<file path="src/rtl/neuron_pkg.sv">
// Shared definitions for the sequential binary-weight neuron: FSM state
// encoding, beat-count helper and saturation bounds for a given ACC_W.
package neuron_pkg;

  typedef enum logic [1:0] {
    S_IDLE,
    S_ACC,
    S_DONE
  } state_t;

  // Number of LANES-wide beats needed to cover n pixels.
  function automatic int unsigned beats(input int unsigned n, input int unsigned lanes);
    return (n + lanes - 1) / lanes;
  endfunction

  // Largest value representable in a w-bit two's-complement accumulator.
  function automatic longint sat_hi(input int unsigned w);
    return (longint'(1) <<< (w - 1)) - 1;
  endfunction

  // Smallest value representable in a w-bit two's-complement accumulator.
  function automatic longint sat_lo(input int unsigned w);
    return -(longint'(1) <<< (w - 1));
  endfunction

endpackage

</file>
<file path="src/rtl/neuron_lane_sum.sv">
// Combinational signed adder tree for one input beat. Each enabled lane
// contributes +pixel (weight 1) or -pixel (weight 0), pixels zero-extended.
// Lane k's weight lives at weight[LANES-1-k]; disabled lanes contribute 0.
module neuron_lane_sum #(
  parameter int unsigned SIZE_WORD = 8,
  parameter int unsigned LANES     = 8,
  parameter int unsigned SUM_W     = 20
) (
  input  logic [SIZE_WORD*LANES-1:0] image,
  input  logic [LANES-1:0]           weight,
  input  logic [LANES-1:0]           en,
  output logic signed [SUM_W-1:0]    sum
);

  // Accumulate the signed per-lane terms of the current beat.
  always_comb begin
    logic signed [SUM_W-1:0] term;
    sum  = '0;
    term = '0;
    for (int unsigned k = 0; k < LANES; k++) begin
      term = SUM_W'(image[SIZE_WORD*k +: SIZE_WORD]);
      if (en[k]) begin
        if (weight[LANES-1-k]) sum = sum + term;
        else                   sum = sum - term;
      end
    end
  end

endmodule

</file>
<file path="src/rtl/neuron_seq_acc.sv">
// Sequential binary-weight neuron: streams NUMBER_IMAGE pixels in LANES-wide
// beats, accumulates +/- pixel on top of a bias, and emits one signed result
// per image over a valid/ready port.
// Optional: define NEURON_SAT_EN to clamp the accumulator after every beat;
// otherwise it wraps modulo 2^ACC_W.
module neuron_seq_acc
  import neuron_pkg::*;
#(
  parameter int unsigned SIZE_WORD    = 8,
  parameter int unsigned NUMBER_IMAGE = 121,
  parameter int unsigned LANES        = 8,
  parameter int unsigned ACC_W        = 2 * SIZE_WORD
) (
  input  logic                        clk,
  input  logic                        rst_n,
  input  logic                        clear,
  input  logic signed [ACC_W-1:0]     bias,
  input  logic                        in_valid,
  output logic                        in_ready,
  input  logic [SIZE_WORD*LANES-1:0]  in_image,
  input  logic [LANES-1:0]            in_weight,
  output logic                        out_valid,
  input  logic                        out_ready,
  output logic signed [ACC_W-1:0]     out
);

  localparam int unsigned BEATS      = beats(NUMBER_IMAGE, LANES);
  localparam int unsigned CNT_W      = (BEATS > 1) ? $clog2(BEATS) : 1;
  localparam int unsigned SUM_W      = ACC_W + $clog2(LANES) + 1;
  localparam int unsigned EXT_W      = SUM_W + 1;
  localparam int unsigned LAST_LANES = NUMBER_IMAGE - (BEATS - 1) * LANES;

`ifdef NEURON_SAT_EN
  localparam logic signed [EXT_W-1:0] ACC_HI = EXT_W'(sat_hi(ACC_W));
  localparam logic signed [EXT_W-1:0] ACC_LO = EXT_W'(sat_lo(ACC_W));
`endif

  state_t                   state_q, state_d;
  logic [CNT_W-1:0]         cnt_q;
  logic signed [ACC_W-1:0]  acc_q;
  logic signed [ACC_W-1:0]  acc_nxt;
  logic signed [ACC_W-1:0]  base;
  logic signed [EXT_W-1:0]  sum_ext;
  logic signed [SUM_W-1:0]  beat_sum;
  logic [LANES-1:0]         lane_en;
  logic                     accept;
  logic                     is_last;

  assign in_ready = (state_q != S_DONE);
  assign accept   = in_valid && in_ready;
  // In S_IDLE the counter is 0, so a single-beat image is "last" immediately.
  assign is_last  = (cnt_q == CNT_W'(BEATS - 1));

  // Mask off lanes past NUMBER_IMAGE on the (possibly partial) final beat.
  always_comb begin
    lane_en = '1;
    if (is_last) begin
      for (int unsigned k = 0; k < LANES; k++) lane_en[k] = (k < LAST_LANES);
    end
  end

  neuron_lane_sum #(
    .SIZE_WORD (SIZE_WORD),
    .LANES     (LANES),
    .SUM_W     (SUM_W)
  ) u_lane_sum (
    .image  (in_image),
    .weight (in_weight),
    .en     (lane_en),
    .sum    (beat_sum)
  );

  // Next accumulator value: bias starts a new image, otherwise add to acc.
  always_comb begin
    base    = (state_q == S_IDLE) ? bias : acc_q;
    sum_ext = {{(EXT_W-ACC_W){base[ACC_W-1]}}, base}
            + {{(EXT_W-SUM_W){beat_sum[SUM_W-1]}}, beat_sum};
`ifdef NEURON_SAT_EN
    if (sum_ext > ACC_HI)      acc_nxt = ACC_W'(ACC_HI);
    else if (sum_ext < ACC_LO) acc_nxt = ACC_W'(ACC_LO);
    else                       acc_nxt = ACC_W'(sum_ext);
`else
    acc_nxt = ACC_W'(sum_ext);
`endif
  end

  // State register.
  always_ff @(posedge clk or negedge rst_n) begin
    if (!rst_n) state_q <= S_IDLE;
    else        state_q <= state_d;
  end

  // Next-state logic; clear overrides beats and output handshakes.
  always_comb begin
    state_d = state_q;
    if (clear) begin
      state_d = S_IDLE;
    end else begin
      case (state_q)
        S_IDLE, S_ACC: if (accept) state_d = is_last ? S_DONE : S_ACC;
        S_DONE:        if (out_ready) state_d = S_IDLE;
        default:       state_d = S_IDLE;
      endcase
    end
  end

  // Beat counter, accumulator and held output register.
  always_ff @(posedge clk or negedge rst_n) begin
    if (!rst_n) begin
      cnt_q     <= '0;
      acc_q     <= '0;
      out       <= '0;
      out_valid <= 1'b0;
    end else if (clear) begin
      cnt_q     <= '0;
      out_valid <= 1'b0;
    end else if (accept) begin
      acc_q <= acc_nxt;
      if (is_last) begin
        cnt_q     <= '0;
        out       <= acc_nxt;
        out_valid <= 1'b1;
      end else begin
        cnt_q <= cnt_q + CNT_W'(1);
      end
    end else if (state_q == S_DONE && out_ready) begin
      out_valid <= 1'b0;
    end
  end

endmodule

</file>
<file path="config.mk">
export PLATFORM = sky130hd
export DESIGN_NAME = neuron_seq_acc
export DESIGN_NICKNAME = d
export VERILOG_FILES = /design/src/rtl/neuron_pkg.sv /design/src/rtl/neuron_lane_sum.sv /design/src/rtl/neuron_seq_acc.sv
export SDC_FILE = /design/constraint.sdc
export NUM_CORES = 1
export LEC_CHECK = 0
export CAP_MARGIN = 10
export CORE_MARGIN = 10
export CORE_UTILIZATION = 40
export DETAILED_ROUTE_END_ITERATION = 10
export GPL_TIMING_DRIVEN = 1
export HOLD_SLACK_MARGIN = 0.06
export SLEW_MARGIN = 20
export SYNTH_ARGS = -nofsm -noshare
export SYNTH_HDL_FRONTEND = slang
export SYNTH_SLANG_ARGS = --single-unit
</file>
<file path="constraint.sdc">
create_clock -name clk -period 11.6 [get_ports clk]
set_input_delay 2.9 -clock clk [delete_from_list [all_inputs] [get_ports clk]]
set_output_delay 2.9 -clock clk [all_outputs]
set_load 0.02 [all_outputs]
</file>
Word-level counts from Yosys, hierarchy flattened

Cells that the tools add are included.

$add $sub $neg: 17
Multiply operators: 0
Div/mod/pow operators: 0
Magnitude comparators: 0
Eq/ne operators: 7
Shift operators: 0
Mux-type cells: 30
Bitwise operators: 1
Reduce and logical (&&, ||, !) cells: 10

Operator list:

| cell                  | number |
|---|---|
| $mux W16              | 17 |
| $add A16 B9 Y16       | 7 |
| $sub A16 B9 Y16       | 7 |
| $add A16 B16 Y16      | 1 |
| $mux W4               | 3 |
| $sub A1 B8 Y9 const A | 1 |
| $mux W2               | 4 |
| $mux W8               | 1 |
| $ne A3 B3 Y1 const B  | 2 |
| $reduce_and A2 Y1     | 3 |
| $add A4 B1 Y4 const B | 1 |
| $eq A4 B4 Y1 const B  | 1 |
| $mux W1               | 4 |
| $pmux W2 S2           | 1 |
| $ne A3 B2 Y1 const B  | 1 |
| $reduce_and A3 Y1     | 1 |
| $reduce_bool A3 Y1    | 1 |
| $eq A2 B1 Y1 const B  | 1 |
| $eq A2 B2 Y1 const B  | 1 |
| $logic_and A1 B1 Y1   | 2 |
| $logic_not A2 Y1      | 1 |
| $ne A2 B2 Y1 const B  | 1 |
| $reduce_bool A2 Y1    | 1 |
| $reduce_or A2 Y1      | 1 |
| $not A1 Y1            | 1 |

Bits in registers: 39
Latch bits: 0
Bits in writable memories: 0
ROM bits: 0
Bits of input ports: 93
Memories: 0

Logic depth before layout (Yosys ltp)

Depth in word-level cells: 25
Mapped depth: 57

Modules after synthesis

From an unflattened synthesis, not the netlist that was laid out.

Cells, all modules: 1581
Area, all modules: 11644.9 µm²

Modules (own cells, without submodules):

| module          | times used | cells an instance | area each (µm²) |
|---|---|---|---|
| neuron_lane_sum | 1          | 1318              | 9158.8 |
| neuron_seq_acc  | 1          | 263               | 2486.1 |

Worst setup path after synthesis

No wires, ideal clock.

Path kind: input -> register
From: input port in_image[8]
To: register acc_q[15]
Setup time: 134 ps
Arrival: 11706 ps
Path slack: -241 ps
Stages on the path: 50
Buffers on the path: 0
Cells stage by stage: inv_1 -> ha_1 -> mux2_2 -> inv_1 -> fa_1 -> a21boi_0 -> ha_1 -> a21o_1 -> a21o_1 -> xnor2_1 -> o21ai_0 -> ha_1 -> o21ai_1 -> o21bai_1 -> a21oi_1 -> nor2b_1 -> o21a_1 -> or3_1 -> (+14 left out) -> nand2_1 -> o22ai_1 -> or2_2 -> xnor2_1 -> o21ai_0 -> ha_1 -> xor2_1 -> nand2_1 -> nand2_1 -> ha_1 -> or2_2 -> a21oi_1 -> a31oi_1 -> xnor2_1 -> nor2_1 -> and3_1 -> a2111oi_1 -> nand2_1

Cells in the longest elaborated chain, start to end: 22
Elaborated cells between the ends (all ways): 29
Classes of those cells: add/sub: 15; mux: 14

Ends and longest elaborated chain:

| item                                                      | RTL line                                     | RTL |
|---|---|---|
| start: declaration                                        | neuron_seq_acc.sv:20                         | `input logic [SIZE_WORD*LANES-1:0] in_image,` |
| $sub A16 B9 Y16 / $add A16 B9 Y16 (equally long branches) | neuron_lane_sum.sv:24, neuron_lane_sum.sv:23 |  |
| $mux W16 (*)                                              | neuron_lane_sum.sv:23                        | `if (weight[LANES-1-k]) sum = sum + term;` |
| $mux W16 (*)                                              | neuron_lane_sum.sv:22                        | `if (en[k]) begin` |
| $sub A16 B9 Y16 / $add A16 B9 Y16 (equally long branches) | neuron_lane_sum.sv:24, neuron_lane_sum.sv:23 |  |
| $mux W16                                                  | neuron_lane_sum.sv:23                        |  |
| $mux W16 (*)                                              | neuron_lane_sum.sv:22                        |  |
| $sub A16 B9 Y16 / $add A16 B9 Y16 (equally long branches) | neuron_lane_sum.sv:24, neuron_lane_sum.sv:23 |  |
| $mux W16                                                  | neuron_lane_sum.sv:23                        |  |
| (+6 left out)                                             | -                                            |  |
| $mux W16 (*)                                              | neuron_lane_sum.sv:22                        |  |
| $sub A16 B9 Y16 / $add A16 B9 Y16 (equally long branches) | neuron_lane_sum.sv:24, neuron_lane_sum.sv:23 |  |
| $mux W16                                                  | neuron_lane_sum.sv:23                        |  |
| $mux W16 (*)                                              | neuron_lane_sum.sv:22                        |  |
| $sub A16 B9 Y16 / $add A16 B9 Y16 (equally long branches) | neuron_lane_sum.sv:24, neuron_lane_sum.sv:23 |  |
| $mux W16                                                  | neuron_lane_sum.sv:23                        |  |
| $mux W16 (*)                                              | neuron_lane_sum.sv:22                        |  |
| $add A16 B16 Y16 (*)                                      | neuron_seq_acc.sv:77                         | `+ {{(EXT_W-SUM_W){beat_sum[SUM_W-1]}}, beat_sum};` |
| end signal: assignment                                    | neuron_seq_acc.sv:118                        | `acc_q <= acc_nxt;` |
| end: declaration                                          | neuron_seq_acc.sv:40                         | `logic signed [ACC_W-1:0] acc_q;` |

Every way passes the cells marked *; elsewhere a longest branch is shown, timed or not.
A chain may end at the register's enable or synchronous reset.

Worst setup path after layout

Ends and elaborated chain as after synthesis.

==> key figures <==
Setup path
  – Critical path startpoint category: input port
  – Worst EP required: roughly 12 ns
  – CP max stage delay: 0.44 ns
  – Critical path arrival: 12.24 ns
  – WS Path Type: in -> reg
  – Reg-to-reg slack, setup: 1.73 ns
  – Crit end category: flip-flop
  – CP max stage cell: fa_2
  – Crit-path max FO: 4

Global routing
  – Antenna violations before repair: 0
  – Total GRT Usage: 19.2%
  – Largest net degree at the start of global routing: 88
  – Vias in the first global route: about 9.7k
  – GRT overflow: 0
  – First-pass GRT wire length: about 47000 um

Timing
  – Post-layout minimum cycle time: 12.07 ns
  – Final setup vio count: 4
  – Worst Max-Slew Pin Slew: approximately 0.92 ns
  – Pins Over Slew Limit: 0
  – Highest Clock Rate: 82.9 MHz
  – Final hold violation count: 0
  – Clock Skew: 0.0106 ns
  – RSZ-0062 raised after global routing: yes
  – Period utilization: 104%
  – Final WS setup: -0.465 ns
  – Relative slew slack: 38.1%

CTS
  – H-tree Lvls: 2
  – Clock Tree Buf Depth: 2
  – Skew-Pair Late Insertion Delay: around 0.29 ns
  – CTS Root Cell: clkbuf_16
  – Hold_buf cts: 0
  – Clk slew on worst S/H paths: roughly 0.060 ns
  – Num CTS Buffers: 5
  – CTS tree: yes
  – Sink Count: 39

Synthesis
  – Ys Warns: 0
  – Async set or reset register ratio after synthesis: 100%
  – Post-synth EDFFs: 0
  – Synth Flop Type: dfrtp_1
  – Syn Nets: between 1k and 1.5k
  – Cell Area, Synth: 8980 um2
  – Distinct cells, synth: 65
  – Mean cell area of the mapped netlist: between 7 and 8 um2
  – Seq cells post-synth: 39
  – Post-Synthesis Cells: between 1k and 1.5k
  – Register area share after synthesis: between 10 and 15%

Layout
  – Fillers: 1923
  – Area grow syn2layout: 54.7%
  – Multi-input logic area: between 8000 and 9000 um2
  – NumNets Final: 1864
  – Reg area: around 1000 um2
  – Final core occ: 63.3%
  – Layout cell share with drive strength beyond 1: around a third
  – Commonest non-fill, non-tap cell in the layout: buf_4
  – Antenna diode count: 0
  – Most frequent cells in the layout: buf_4 (304), nand2_1 (132), ha_1 (107)

Route
  – Post-route ant nets: 0
  – Detailed-router iteration count before antenna repair: 4
  – Initial DRC Count: 585
  – Routed WL per cell: 15.5 um
  – DRC: 0
  – Vias per cell: 5.27
  – Vias: between 10k and 15k
  – Total Routed Length: 29600 um

Floorplan
  – Die height: 170 um
  – Die ar.: 28800 um2
  – Width of the die: 170 um
  – Core area: 22000 um2
  – FP Rows: 54
  – Initial Util: between 40 and 50%
  – I/O pin count: 111

Placed design
  – DPL Wire Length: 22700 um
  – RePlAce Congestion: 0.908
  – Port bufs: 110

Run status
  – Failing checks: setup timing
  – Status: finished, violations left

Hold path
  – Type of the tightest min-delay check: reg -> reg

Run
  – Max-cap violations: 0
==> layer usage <==
metal / global-route usage [%] / wire length, um / vias up
li1: - / - / 5190
met1: 25.8 / 14100 / 4652
met2: 32.7 / 14200 / 183
met3: 1.83 / 1050 / 18
met4: 3.66 / 330 / 0
met5: 0 / 0 / -
==> sequential cells by signal (all words and copies together), names as in the netlist <==
| signal | flops |
|---|---|
| acc_q | 16 |
| out | 16 |
| cnt_q | 4 |
| state_q | 2 |
| out_valid | 1 |
==> cell usage after synthesis, drive strengths merged, types with 2 or more instances <==
library cell | number | area share [%]
nand2b | 9 | 0.63
nor2b | 9 | 0.63
o41ai | 6 | 0.75
a311oi | 3 | 0.36
a211o | 2 | 0.20
mux2 | 31 | 3.9
mux2i | 2 | 0.22
a211oi | 18 | 1.6
and3 | 13 | 0.91
a21o | 33 | 2.8
nor2 | 106 | 4.4
or3 | 3 | 0.21
o21a | 14 | 1.2
nand4 | 2 | 0.14
fa | 8 | 1.8
o31ai | 4 | 0.33
o21bai | 24 | 2.0
nor4 | 5 | 0.35
ha | 136 | 19
o211ai | 3 | 0.25
o21ai | 130 | 7.3
nor3b | 6 | 0.50
a22o | 2 | 0.20
a21oi | 124 | 7.0
nand3 | 17 | 0.95
nand2 | 135 | 5.6
inv | 67 | 2.8
nor3 | 36 | 2.0
a31oi | 27 | 1.9
clkbuf | 32 | 1.3
xnor2 | 69 | 6.8
buf | 2 | 0.084
a2111o | 2 | 0.25
a21boi | 3 | 0.25
or2 | 6 | 0.42
and2 | 4 | 0.28
xor2 | 77 | 7.5
a2111oi | 4 | 0.61
dfrtp | 39 | 11
==> timing repair <==
item | CTS | global route
pin swaps | 132 | 183
gates cloned | 0 | 0
setup endpoints to repair | 12 | 12
setup buffers | 28 | 26
endpoints found under the hold margin | 0 | 0
resized for setup | 158 | 142
==> logic make-up after synthesis <==
kind of cell / count (synthesis) / share of synthesized area (%)
AOI/OAI and AO/OA: 410 / 28.1
adders and majority gates: 144 / 20.7
muxes: 33 / 4.11
and+or+nand+nor: 354 / 17.4
buffers and inverters: 101 / 4.22
xor gates and xnor gates: 147 / 14.6
DFF: 39 / 10.9
==> cell type report <==
class | instances | area share (%)
repair buffers | 426 | 25.3
clock buffers | 6 | 1.00
clock inverters | 1 | 0.0360
inverters | 67 | 1.88
well taps | 280 | 2.52
multi-input cells | 1088 | 62.2
flip-flops and latches | 39 | 7.03
==> stage by stage <==
stage,hold slack [ns],worst slack [ns],instances,setup TNS [ns],area [um2]
final,0.469,-0.465,1907,-1.03,13900
after global routing,0.492,-0.981,1907,-5.19,13900
after CTS,0.473,-0.421,1882,-0.807,13100
after detailed placement,0.459,-1.66,1847,-11.86,12300
after global placement,0.453,-1.62,1847,-11.50,12300
after floorplan,0.442,0.00595,1228,0,9020
==> worst paths after layout <==
path,startpoint,end,depth (start not counted)
setup / recovery,in_image[8],acc_q[15],52
hold / removal,out[12],out[12],2
setup reg to reg,cnt_q[0],acc_q[15],52
hold reg to reg,out[12],out[12],2
max in group asynchronous,rst_n,cnt_q[3],1
min in group asynchronous,rst_n,acc_q[9],1
==> critical path: cells and delay by family <==
| kind | cells | cell delay [ns] |
|---|---|---|
| buffers and inverters | 6 | 0.65 |
| muxes | 1 | 0.28 |
| xor gates and xnor gates | 6 | 0.97 |
| adders and majority gates | 9 | 2.69 |
| and+or+nand+nor | 13 | 1.76 |
| AOI/OAI and AO/OA | 17 | 2.95 |
Power is not shown: default switching activity piles up to over one toggle a cycle in this logic, so the estimate is an artifact.
